File: src/rtl/alu_issue_ctrl_pkg.sv
// Shared types for the ALU issue controller: ALU op codes, RV32I opcodes,
// FSM states and operand-select enums.
package alu_pkg;

  typedef enum logic [3:0] {
    ALU_ADD   = 4'b0000,
    ALU_SUB   = 4'b0001,
    ALU_NOT   = 4'b0010,
    ALU_AND   = 4'b0011,
    ALU_OR    = 4'b0100,
    ALU_XOR   = 4'b0101,
    ALU_SLT   = 4'b0110,
    ALU_EQU   = 4'b0111,
    ALU_SLL   = 4'b1000,
    ALU_SLTU  = 4'b1001,
    ALU_SRL   = 4'b1010,
    ALU_SRA   = 4'b1011,
    ALU_LUI   = 4'b1100,
    ALU_AUIPC = 4'b1101
  } alu_op_t;

  localparam logic [6:0] OPC_OP     = 7'b0110011;
  localparam logic [6:0] OPC_OP_IMM = 7'b0010011;
  localparam logic [6:0] OPC_LUI    = 7'b0110111;
  localparam logic [6:0] OPC_AUIPC  = 7'b0010111;

  localparam logic [6:0] F7_BASE = 7'b0000000;
  localparam logic [6:0] F7_ALT  = 7'b0100000;

  typedef enum logic [1:0] {ST_IDLE, ST_ISSUE, ST_WAIT, ST_WB} state_t;
  typedef enum logic {A_ZERO, A_RS1} a_sel_t;
  typedef enum logic {B_IMM, B_RS2} b_sel_t;

  // alt selects SUB for funct3 000 and SRA for funct3 101; ignored elsewhere
  function automatic alu_op_t f3_to_op(input logic [2:0] f3, input logic alt);
    alu_op_t op;
    case (f3)
      3'b000:  op = alt ? ALU_SUB : ALU_ADD;
      3'b001:  op = ALU_SLL;
      3'b010:  op = ALU_SLT;
      3'b011:  op = ALU_SLTU;
      3'b100:  op = ALU_XOR;
      3'b101:  op = alt ? ALU_SRA : ALU_SRL;
      3'b110:  op = ALU_OR;
      default: op = ALU_AND;
    endcase
    return op;
  endfunction

endpackage

File: src/rtl/alu_issue_ctrl_if.sv
// Instruction-in and write-back handshake bundle of the ALU issue controller.
interface alu_issue_ctrl_if;
  logic        in_valid;
  logic        in_ready;
  logic [31:0] in_instr;
  logic [31:0] in_pc;
  logic        wb_valid;
  logic        wb_ready;
  logic [4:0]  wb_rd;
  logic        wb_we;
  logic [31:0] wb_data;
  logic        illegal;

  modport master (
    output in_valid, in_instr, in_pc, wb_ready,
    input  in_ready, wb_valid, wb_rd, wb_we, wb_data, illegal
  );

  modport slave (
    input  in_valid, in_instr, in_pc, wb_ready,
    output in_ready, wb_valid, wb_rd, wb_we, wb_data, illegal
  );
endinterface

File: src/rtl/alu_issue_ctrl_decode.sv
// Combinational RV32I decode of the ALU-class instructions into ALU op code,
// operand selects, immediate and destination register.
module alu_decode
  import alu_pkg::*;
(
  input  logic [31:0] instr,
  output alu_op_t     ctrl,
  output a_sel_t      a_sel,
  output b_sel_t      b_sel,
  output logic [31:0] imm,
  output logic [4:0]  rd,
  output logic        illegal
);

  logic [6:0] opcode;
  logic [6:0] funct7;
  logic [2:0] f3;
  logic       is_shift;

  assign opcode   = instr[6:0];
  assign funct7   = instr[31:25];
  assign f3       = instr[14:12];
  assign rd       = instr[11:7];
  assign is_shift = (f3 == 3'b001) || (f3 == 3'b101);

  always_comb begin
    ctrl    = ALU_ADD;
    a_sel   = A_ZERO;
    b_sel   = B_IMM;
    imm     = '0;
    illegal = 1'b0;
    case (opcode)
      OPC_OP: begin
        a_sel   = A_RS1;
        b_sel   = B_RS2;
        ctrl    = f3_to_op(f3, instr[30]);
        illegal = (funct7 != F7_BASE) && (funct7 != F7_ALT);
      end
      OPC_OP_IMM: begin
        a_sel = A_RS1;
        if (is_shift) begin
          imm     = {27'b0, instr[24:20]};
          ctrl    = f3_to_op(f3, instr[30]);
          illegal = !((funct7 == F7_BASE) || ((funct7 == F7_ALT) && (f3 == 3'b101)));
        end else begin
          // ADDI never becomes SUB even though bit 30 belongs to the immediate
          imm  = {{20{instr[31]}}, instr[31:20]};
          ctrl = f3_to_op(f3, 1'b0);
        end
      end
      OPC_LUI: begin
        ctrl = ALU_LUI;
        imm  = {instr[31:12], 12'b0};
      end
      OPC_AUIPC: begin
        ctrl = ALU_AUIPC;
        imm  = {instr[31:12], 12'b0};
      end
      default: illegal = 1'b1;
    endcase
  end

endmodule

File: src/rtl/alu_issue_ctrl.sv
// Issue-side controller for the registered ALU: accepts one instruction,
// drives the ALU operands, waits the fixed result latency, then emits a write-back beat.
module alu_issue_ctrl
  import alu_pkg::*;
#(
  parameter int RESULT_WAIT = 3
) (
  input  logic                clk,
  input  logic                rst,
  alu_issue_ctrl_if.slave     bus,
  output logic [4:0]          rs1_addr,
  input  logic [31:0]         rs1_data,
  output logic [4:0]          rs2_addr,
  input  logic [31:0]         rs2_data,
  output logic [31:0]         alu_a,
  output logic [31:0]         alu_b,
  output logic [3:0]          alu_ctrl,
  output logic [31:0]         alu_pc,
  output logic                tick_idex,
  input  logic [31:0]         alu_result_in
);

  localparam int              CNT_W    = $clog2(RESULT_WAIT + 1);
  localparam logic [CNT_W-1:0] CNT_LAST = CNT_W'(RESULT_WAIT);

  alu_op_t     dec_ctrl;
  a_sel_t      dec_a_sel;
  b_sel_t      dec_b_sel;
  logic [31:0] dec_imm;
  logic [4:0]  dec_rd;
  logic        dec_illegal;

  alu_decode u_decode (
    .instr   (bus.in_instr),
    .ctrl    (dec_ctrl),
    .a_sel   (dec_a_sel),
    .b_sel   (dec_b_sel),
    .imm     (dec_imm),
    .rd      (dec_rd),
    .illegal (dec_illegal)
  );

  state_t           state_q, state_d;
  logic [CNT_W-1:0] wait_cnt_q, wait_cnt_d;
  alu_op_t          ctrl_q, ctrl_d;
  a_sel_t           a_sel_q, a_sel_d;
  b_sel_t           b_sel_q, b_sel_d;
  logic [31:0]      imm_q, imm_d;
  logic [31:0]      pc_q, pc_d;
  logic [4:0]       rs1_addr_q, rs1_addr_d;
  logic [4:0]       rs2_addr_q, rs2_addr_d;
  logic [31:0]      rs1_val_q, rs1_val_d;
  logic [31:0]      rs2_val_q, rs2_val_d;
  logic [4:0]       wb_rd_q, wb_rd_d;
  logic             wb_we_q, wb_we_d;
  logic [31:0]      wb_data_q, wb_data_d;
  logic             illegal_q, illegal_d;

  logic accept;
  assign accept = (state_q == ST_IDLE) && bus.in_valid;

  always_ff @(posedge clk) begin
    if (rst) state_q <= ST_IDLE;
    else     state_q <= state_d;
  end

  always_comb begin
    state_d = state_q;
    case (state_q)
      ST_IDLE:  if (accept && !dec_illegal) state_d = ST_ISSUE;
      ST_ISSUE: state_d = ST_WAIT;
      ST_WAIT:  if (wait_cnt_q == CNT_LAST) state_d = ST_WB;
      ST_WB:    if (bus.wb_ready) state_d = ST_IDLE;
      default:  state_d = ST_IDLE;
    endcase
  end

  always_comb begin
    wait_cnt_d = wait_cnt_q;
    ctrl_d     = ctrl_q;
    a_sel_d    = a_sel_q;
    b_sel_d    = b_sel_q;
    imm_d      = imm_q;
    pc_d       = pc_q;
    rs1_addr_d = rs1_addr_q;
    rs2_addr_d = rs2_addr_q;
    rs1_val_d  = rs1_val_q;
    rs2_val_d  = rs2_val_q;
    wb_rd_d    = wb_rd_q;
    wb_we_d    = wb_we_q;
    wb_data_d  = wb_data_q;
    illegal_d  = 1'b0;
    case (state_q)
      ST_IDLE: if (accept) begin
        illegal_d = dec_illegal;
        if (!dec_illegal) begin
          ctrl_d     = dec_ctrl;
          a_sel_d    = dec_a_sel;
          b_sel_d    = dec_b_sel;
          imm_d      = dec_imm;
          pc_d       = bus.in_pc;
          rs1_addr_d = bus.in_instr[19:15];
          rs2_addr_d = bus.in_instr[24:20];
          wb_rd_d    = dec_rd;
          wb_we_d    = (dec_rd != 5'd0);
        end
      end
      ST_ISSUE: begin
        // the regfile is combinational, so its data is valid only now; keep a copy
        rs1_val_d  = rs1_data;
        rs2_val_d  = rs2_data;
        wait_cnt_d = CNT_W'(1);
      end
      ST_WAIT: begin
        if (wait_cnt_q == CNT_LAST) wb_data_d = alu_result_in;
        else                        wait_cnt_d = wait_cnt_q + 1'b1;
      end
      default: ;
    endcase
  end

  always_ff @(posedge clk) begin
    if (rst) begin
      wait_cnt_q <= '0;
      ctrl_q     <= ALU_ADD;
      a_sel_q    <= A_ZERO;
      b_sel_q    <= B_IMM;
      imm_q      <= '0;
      pc_q       <= '0;
      rs1_addr_q <= '0;
      rs2_addr_q <= '0;
      rs1_val_q  <= '0;
      rs2_val_q  <= '0;
      wb_rd_q    <= '0;
      wb_we_q    <= 1'b0;
      wb_data_q  <= '0;
      illegal_q  <= 1'b0;
    end else begin
      wait_cnt_q <= wait_cnt_d;
      ctrl_q     <= ctrl_d;
      a_sel_q    <= a_sel_d;
      b_sel_q    <= b_sel_d;
      imm_q      <= imm_d;
      pc_q       <= pc_d;
      rs1_addr_q <= rs1_addr_d;
      rs2_addr_q <= rs2_addr_d;
      rs1_val_q  <= rs1_val_d;
      rs2_val_q  <= rs2_val_d;
      wb_rd_q    <= wb_rd_d;
      wb_we_q    <= wb_we_d;
      wb_data_q  <= wb_data_d;
      illegal_q  <= illegal_d;
    end
  end

  logic [31:0] rs1_op, rs2_op;

  always_comb begin
    // during ISSUE pass the live regfile data, afterwards the captured copy
    rs1_op        = (state_q == ST_ISSUE) ? rs1_data : rs1_val_q;
    rs2_op        = (state_q == ST_ISSUE) ? rs2_data : rs2_val_q;
    alu_a         = (a_sel_q == A_RS1) ? rs1_op : 32'd0;
    alu_b         = (b_sel_q == B_RS2) ? rs2_op : imm_q;
    alu_ctrl      = ctrl_q;
    alu_pc        = pc_q;
    rs1_addr      = rs1_addr_q;
    rs2_addr      = rs2_addr_q;
    tick_idex     = (state_q == ST_ISSUE);
    bus.in_ready  = (state_q == ST_IDLE);
    bus.wb_valid  = (state_q == ST_WB);
    bus.wb_rd     = wb_rd_q;
    bus.wb_we     = wb_we_q;
    bus.wb_data   = wb_data_q;
    bus.illegal   = illegal_q;
  end

endmodule

File: src/flat_wrapper.sv
// flat-port wrapper written by rule: the top's interface ports become plain ports
module alu_issue_ctrl_flat import alu_pkg::*;
#(
  parameter int RESULT_WAIT = 3
)
  (clk, rst, rs1_addr, rs1_data, rs2_addr, rs2_data, alu_a, alu_b, alu_ctrl, alu_pc, tick_idex, alu_result_in, bus_in_valid, bus_in_instr, bus_in_pc, bus_wb_ready, bus_in_ready, bus_wb_valid, bus_wb_rd, bus_wb_we, bus_wb_data, bus_illegal);
  alu_issue_ctrl_if bus_i ();
  input  logic clk;
  input  logic rst;
  output logic [4:0] rs1_addr;
  input  logic [31:0] rs1_data;
  output logic [4:0] rs2_addr;
  input  logic [31:0] rs2_data;
  output logic [31:0] alu_a;
  output logic [31:0] alu_b;
  output logic [3:0] alu_ctrl;
  output logic [31:0] alu_pc;
  output logic tick_idex;
  input  logic [31:0] alu_result_in;
  input wire logic [$bits(bus_i.in_valid)-1:0] bus_in_valid;
  input wire logic [$bits(bus_i.in_instr)-1:0] bus_in_instr;
  input wire logic [$bits(bus_i.in_pc)-1:0] bus_in_pc;
  input wire logic [$bits(bus_i.wb_ready)-1:0] bus_wb_ready;
  output wire logic [$bits(bus_i.in_ready)-1:0] bus_in_ready;
  output wire logic [$bits(bus_i.wb_valid)-1:0] bus_wb_valid;
  output wire logic [$bits(bus_i.wb_rd)-1:0] bus_wb_rd;
  output wire logic [$bits(bus_i.wb_we)-1:0] bus_wb_we;
  output wire logic [$bits(bus_i.wb_data)-1:0] bus_wb_data;
  output wire logic [$bits(bus_i.illegal)-1:0] bus_illegal;
  assign bus_i.in_valid = bus_in_valid;
  assign bus_i.in_instr = bus_in_instr;
  assign bus_i.in_pc = bus_in_pc;
  assign bus_i.wb_ready = bus_wb_ready;
  assign bus_in_ready = bus_i.in_ready;
  assign bus_wb_valid = bus_i.wb_valid;
  assign bus_wb_rd = bus_i.wb_rd;
  assign bus_wb_we = bus_i.wb_we;
  assign bus_wb_data = bus_i.wb_data;
  assign bus_illegal = bus_i.illegal;
  alu_issue_ctrl #(.RESULT_WAIT(RESULT_WAIT)) u_core (.clk(clk), .rst(rst), .bus(bus_i), .rs1_addr(rs1_addr), .rs1_data(rs1_data), .rs2_addr(rs2_addr), .rs2_data(rs2_data), .alu_a(alu_a), .alu_b(alu_b), .alu_ctrl(alu_ctrl), .alu_pc(alu_pc), .tick_idex(tick_idex), .alu_result_in(alu_result_in));
endmodule
File: config.mk
export PLATFORM = sky130hd
export DESIGN_NAME = alu_issue_ctrl_flat
export DESIGN_NICKNAME = d
export VERILOG_FILES = /design/src/rtl/alu_issue_ctrl_pkg.sv /design/src/rtl/alu_issue_ctrl_if.sv /design/src/rtl/alu_issue_ctrl_decode.sv /design/src/rtl/alu_issue_ctrl.sv /design/src/flat_wrapper.sv
export SDC_FILE = /design/constraint.sdc
export NUM_CORES = 1
export LEC_CHECK = 0
export ABC_AREA = 1
export ABC_CLOCK_PERIOD_IN_PS = 1600
export CAP_MARGIN = 20
export CORE_ASPECT_RATIO = 0.7
export CORE_UTILIZATION = 39
export DETAILED_ROUTE_END_ITERATION = 10
export MAX_ROUTING_LAYER = met4
export PLACE_DENSITY = 0.89
export SYNTH_ARGS = -nofsm -noshare
export SYNTH_HDL_FRONTEND = slang
export SYNTH_SLANG_ARGS = --single-unit
File: constraint.sdc
create_clock -name clk -period 1.6 [get_ports clk]
set_clock_uncertainty 0.1 [all_clocks]
set_input_delay 0.32 -clock clk [delete_from_list [all_inputs] [get_ports clk]]
set_output_delay 0.32 -clock clk [all_outputs]
set_load 0.005 [all_outputs]
==> impl_metrics.tcl, run 1 <==
set metrics [dict create \
    status "finished with violations" \
    violations "setup timing" \
    clkLatencyLatePin_ns 0.43 \
    placed_cell_area_mm2 0.0116 \
    period_share 1.52 \
    dieArea_mm2 0.0201 \
    yosys_register_bits 187 \
    core.rowCount 42 \
    synth_top_cell_area_share 0.492 \
    min_path_type "reg2reg" \
    grt_usage 0.297 \
    min_period_ns 2.43 \
    synth_edf_count 0 \
    wl_per_cell_um 21.4 \
    rsz0062_at_grt "yes" \
    timing.rr.start "u_core.state_q[0]" \
    synth_top_cell_by_area "dfxtp_1" \
    grt_pass1_wl_mm 45.3 \
    syn-num-nets 1140 \
    setup_viol 230 \
    numPortBuffers 315 \
    synth_flop_cell "dfxtp_1" \
    hold_viol 0 \
    drive_above_1_share 0.446 \
    grt-ovfl-total 0 \
    fmax_mhz 411 \
    fin_cells 1748 \
    avgSynthCellArea_um2 7.84 \
    path_cells "inv_2, ha_4, buf_12, buf_16, buf_12, mux2i_4, o21ai_2, clkbuf_2" \
    start_kind "flop" \
    synth.distinct_cells 30 \
    antenna_left 0 \
    crit_arrival_ns 2.01 \
    drt_first_iter_violations 796 \
    cts_made_buffers 17 \
    grt_max_degree 87 \
    reg2regPathDepth 11 \
    areaGrowthSynthToFinish_pct 111 \
    die_y_um 119 \
    cts_htree_levels 4 \
    dpl.cell_count 1575 \
    grt_pass1_vias 8868 \
    antenna_found_initial 1 \
    cts_tree "yes" \
    r2r_end "u_core.rs1_addr[3]" \
    cp.required_ns 1.18 \
    crit_type "reg2out" \
    root_buffer "clkbuf_16" \
    drc 0 \
    yosysSeqAreaShare 0.492 \
    vdd_drop_max_v 0.000767 \
    clock_tree.buffer_depth 2 \
    design_area_mm2 0.0161 \
    cts_hold_buf 0 \
    max_stage_delay_ns 0.35 \
    timing.final.ws_setup_ns -0.835 \
    synthTopCellsByArea "dfxtp_1 (49%), nor2_1 (8.9%), mux2i_1 (8.4%), o21ai_0 (7.4%), a21oi_1 (6.0%)" \
    slew_headroom 0.519 \
    crit_path_end_kind "primary output" \
    crit_path_end "alu_b[22]" \
    cp-startpoint "u_core.state_q[1]" \
    worst_path_max_delay_cell "dfxtp_2" \
    finalNetCount 1640 \
    start_util 0.400 \
    core_area_mm2 0.0190 \
    crit_top_cell "buf_12" \
    synth-async-reset-ratio 0 \
    hpwl_mm 17.4 \
    wl_mm 37.4 \
    setup-tns-final_ns -82.77 \
    drv_slew 0 \
    synthCells 971 \
    path_clk_slew_ns 0.07 \
    max-cap-violations 0 \
    pin_count 316 \
    total_leakage_power_nw 7.63 \
    vias_per_cell 5.38 \
    dr.pass1.iters 7 \
    fillers 902 \
    tightest_slew_ns 0.721 \
    dieWidth_um 169 \
    cp_max_fo 6 \
    vias 9403 \
    gp_congestion 0.852 \
    power.total_mw 15.6 \
    powerDensity_mw_per_mm2 972 \
    clock_sinks 187 \
    syn_area_mm2 0.00761 \
    r2r_slack_ns -0.45 \
    yosys_warnings 0 \
]
-- state kept, by name, summed over array words and instances (netlist names), 2 cells and up --
name,cells
u_core.rs2_val_q,32
u_core.bus.wb_rd,5
u_core.rs2_addr,5
u_core.rs1_addr,5
u_core.rs1_val_q,32
u_core.wait_cnt_q,2
u_core.alu_pc,32
u_core.imm_q,32
u_core.alu_ctrl,4
u_core.state_q,2
u_core.bus.wb_data,32
-- report_power, final --
group | switching, mW | leakage (nW) | internal [mW]
clock | 1.97 | 0.291 | 2.53
sequential | 0.350 | 1.52 | 5.08
combinational | 2.17 | 5.81 | 3.51
total | 4.49 | 7.63 | 11.1
-- layer usage --
| layer | track usage | share of wire |
|---|---|---|
| met5 | - | 0 |
| met2 | 0.511 | 0.51 |
| met3 | 0.0748 | 0.078 |
| met4 | 0.122 | 0.049 |
| met1 | 0.330 | 0.36 |
-- per-stage QoR --
stage / worst slack (ns) / util / hold slack, ns
global placement: -0.603 / 0.610 / 0.330
finish: -0.835 / 0.844 / 0.347
detailed placement: -0.703 / 0.610 / 0.337
CTS: -0.778 / 0.732 / 0.312
global route: -0.844 / 0.844 / 0.367
floorplan: -0.0114 / - / 0.324
-- worst max-delay path: cells and delay by family (launching register included) --
kind	cells	cell delay, ns
flops	1	0.35
buf+inv	5	0.64
mux	1	0.19
compound gates	1	0.20
fa+ha+maj	1	0.19
-- cell usage after synthesis, drive strengths merged, types with 2 or more instances --
master and n:
dfxtp 187, nor2 183, o21ai 156, inv 108, a21oi 91, nand2 77, mux2i 64, clkbuf 39
buf 27, nand3 21, ha 5, clkinv 2, nand4 2, nor4 2
-- how the worst min path moves through the flow --
stage	endpoint	startpoint	cells past startpoint	slack, ns
final	u_core.alu_pc[12]	u_core.alu_pc[12]	2	0.35
after global routing	u_core.alu_pc[14]	u_core.alu_pc[14]	2	0.37
after CTS	u_core.rs1_val_q[21]	rst	3	0.31
after detailed placement	u_core.imm_q[19]	u_core.imm_q[19]	2	0.34
after global placement	u_core.rs1_addr[2]	u_core.rs1_addr[2]	2	0.33
after floorplan	u_core.imm_q[12]	u_core.imm_q[12]	2	0.32
-- cells in the final DEF (no fill, tap or decap), drive strengths merged --
cell type / n
a21boi: 1
a21oi: 91
and2: 1
and3: 1
buf: 269
bufinv: 3
clkbuf: 45
clkdlybuf4s50: 160
clkinv: 4
clkinvlp: 2
dfxtp: 187
diode: 1
dlygate4sd2: 5
dlymetal6s2s: 87
ha: 5
inv: 112
mux2i: 64
nand2: 78
nand3: 21
nand4: 2
nor2: 183
nor3: 1
nor4: 2
o211ai: 1
o21ai: 156
o31ai: 1
or2: 1
-- timing repair --
item                                    4_1_cts  5_1_grt
cloned                                       11       15
buffers inserted                             90       51
pin swaps                                    37       54
resized for setup                           427      540
endpoints found under the setup margin      275      308
-- area by class of cell --
class,instances,area [um^2],share of cell area
Clock buffer,20,447,0.0278
Antenna cell,1,2.50,0.000156
Clock inverter,11,159,0.00989
Sequential cell,187,3780,0.235
Tap cell,264,330,0.0206
Timing Repair Buffer,546,5870,0.365
Inverter,110,433,0.0270
Multi-Input combinational cell,609,5050,0.314
-- logic make-up (layout without fill, tap and decap cells) --
kind of cell	count (synthesis)	after routing	synth area share
muxes	64	64	0.0841
DFF	187	187	0.492
adders and majority gates	5	5	0.00822
and+or+nand+nor	289	290	0.153
buffers and inverters	176	687	0.0974
AOI/OAI and AO/OA	250	250	0.165
other	0	1	0
Note: power is estimated with default switching activity, not from simulation.
==> inputs of run 2 (changes only) <==
- SLEW_MARGIN: not set -> 10
==> results of run 2 <==
No change in the layout: final DEF, timing and power equal those of run 1.
==> RTL edit (flow settings as in run 1) <==
Make the reset (`rst`) asynchronous in 2 clocked blocks.
--- a/src/rtl/alu_issue_ctrl.sv
+++ b/src/rtl/alu_issue_ctrl.sv
@@ -59,7 +59,7 @@
   logic accept;
   assign accept = (state_q == ST_IDLE) && bus.in_valid;
 
-  always_ff @(posedge clk) begin
+  always_ff @(posedge clk or posedge rst) begin
     if (rst) state_q <= ST_IDLE;
     else     state_q <= state_d;
   end
@@ -119,7 +119,7 @@
     endcase
   end
 
-  always_ff @(posedge clk) begin
+  always_ff @(posedge clk or posedge rst) begin
     if (rst) begin
       wait_cnt_q <= '0;
       ctrl_q     <= ALU_ADD;
Check against the original RTL: differs if rst is asserted again (counterexample within 4 cycles, from zero or initial values and one cycle with rst high); with rst held inactive, the same outputs for 4 cycles.
==> RTL edit against run 1 <==
- the run still ends with negative setup slack left
- routed wire length decreased by 1.7%
- sequential cell count unchanged
- hold slack got worse by 160 ps
- worst setup slack improved by 60 ps
- area after synthesis increased by 5.5%
- register-to-register slack about the same
- cell area decreased by 5.1%
- critical path type unchanged
Power is not compared: it rests on default switching activity, and its combinational part moved more than twofold at a synthesized area within 25%.
==> RTL edit: results (changes against run 1) <==
violations: "negative setup slack"
fill_cells: 1173  # +30%
first_pass_iters: 6  # -1
globalRouteMet1Util: 0.363  # +0.0329
met3_usage: 0.0743  # -0.000494
multi_input_gates: 656  # +7.7%
cp.arrival_ps: 1960  # -50 ps
diodes: 2  # +1
setup_slack_ps: -775  # +59.6 ps
worstMarginPinSlew_ps: 358  # -362 ps
buffers: 513  # -6.0%
async_flop_share: 1.00  # +1.00
n_all_inverters: 70  # -36%
wl_met2_um: 18200  # -5.3%
crit_end: "alu_a[12]"
setup-tns-final_ps: -88900  # -6130 ps
cp-startpoint: "u_core.state_q[1]"
drive_gt1_frac: 0.357  # -0.0890
r2r-start: "u_core.state_q[0]"
run_status: "finished with violations"
drt_iter0_drc: 949  # +19%
synth_adder_area_share: 0.00779  # -0.000430
place_area_um2: 12200  # +5.3%
vias: 9331  # -0.77%
grt_max_degree: 57  # -34%
setup_violations: 266  # +16%
instances_no_fill: 1727  # -1.2%
cp_slowest_stage_delay_ps: 390  # +40 ps
fin_hold_ws_ps: 191  # -156 ps
r2r_cells: 13  # +2
wirelength_um: 36800  # -1.7%
met2_usage: 0.522  # +0.0118
placedCellCount: 1596  # +1.3%
seq_share: 0.307  # +0.0719
avgSynthCellArea_um2: 8.35  # +6.5%
worst_path_max_delay_cell: "dfrtp_1"
==> RTL edit: timing repair <==
| item | in CTS | in global routing |
|---|---|---|
| setup endpoints to repair | 275 | 277 |
| pin swaps | 53 | 47 |
| setup buffers | 46 | 26 |
| resized for setup | 484 | 236 |
| gates cloned | 23 | 12 |
==> RTL edit: logic make-up (layout without fill, tap and decap cells) <==
group	after synthesis	after routing
other	0	2
buffers and inverters	120	612
flip-flops	187	187
AO/OA/AOI/OAI	139	139
AND/OR/NAND/NOR	511	512
adder cells (fa/ha/maj)	5	5
==> RTL edit: report_power, final <==
part           leakage, nW  switching, mW  total (mW)  internal, mW
registers             2.37           1.08        7.45          6.36
logic                 5.14           5.33        11.5          6.16
clock network        0.255           2.03        4.07          2.04
total                 7.77           8.44        23.0          14.6
==> RTL edit: worst max-delay path: cells and delay by family (launching register included) <==
family	cells	cell delay, ps
adders and majority gates	1	190
buffers and inverters	6	690
DFF	1	390
AOI/OAI and AO/OA	1	170
and+or+nand+nor	1	60
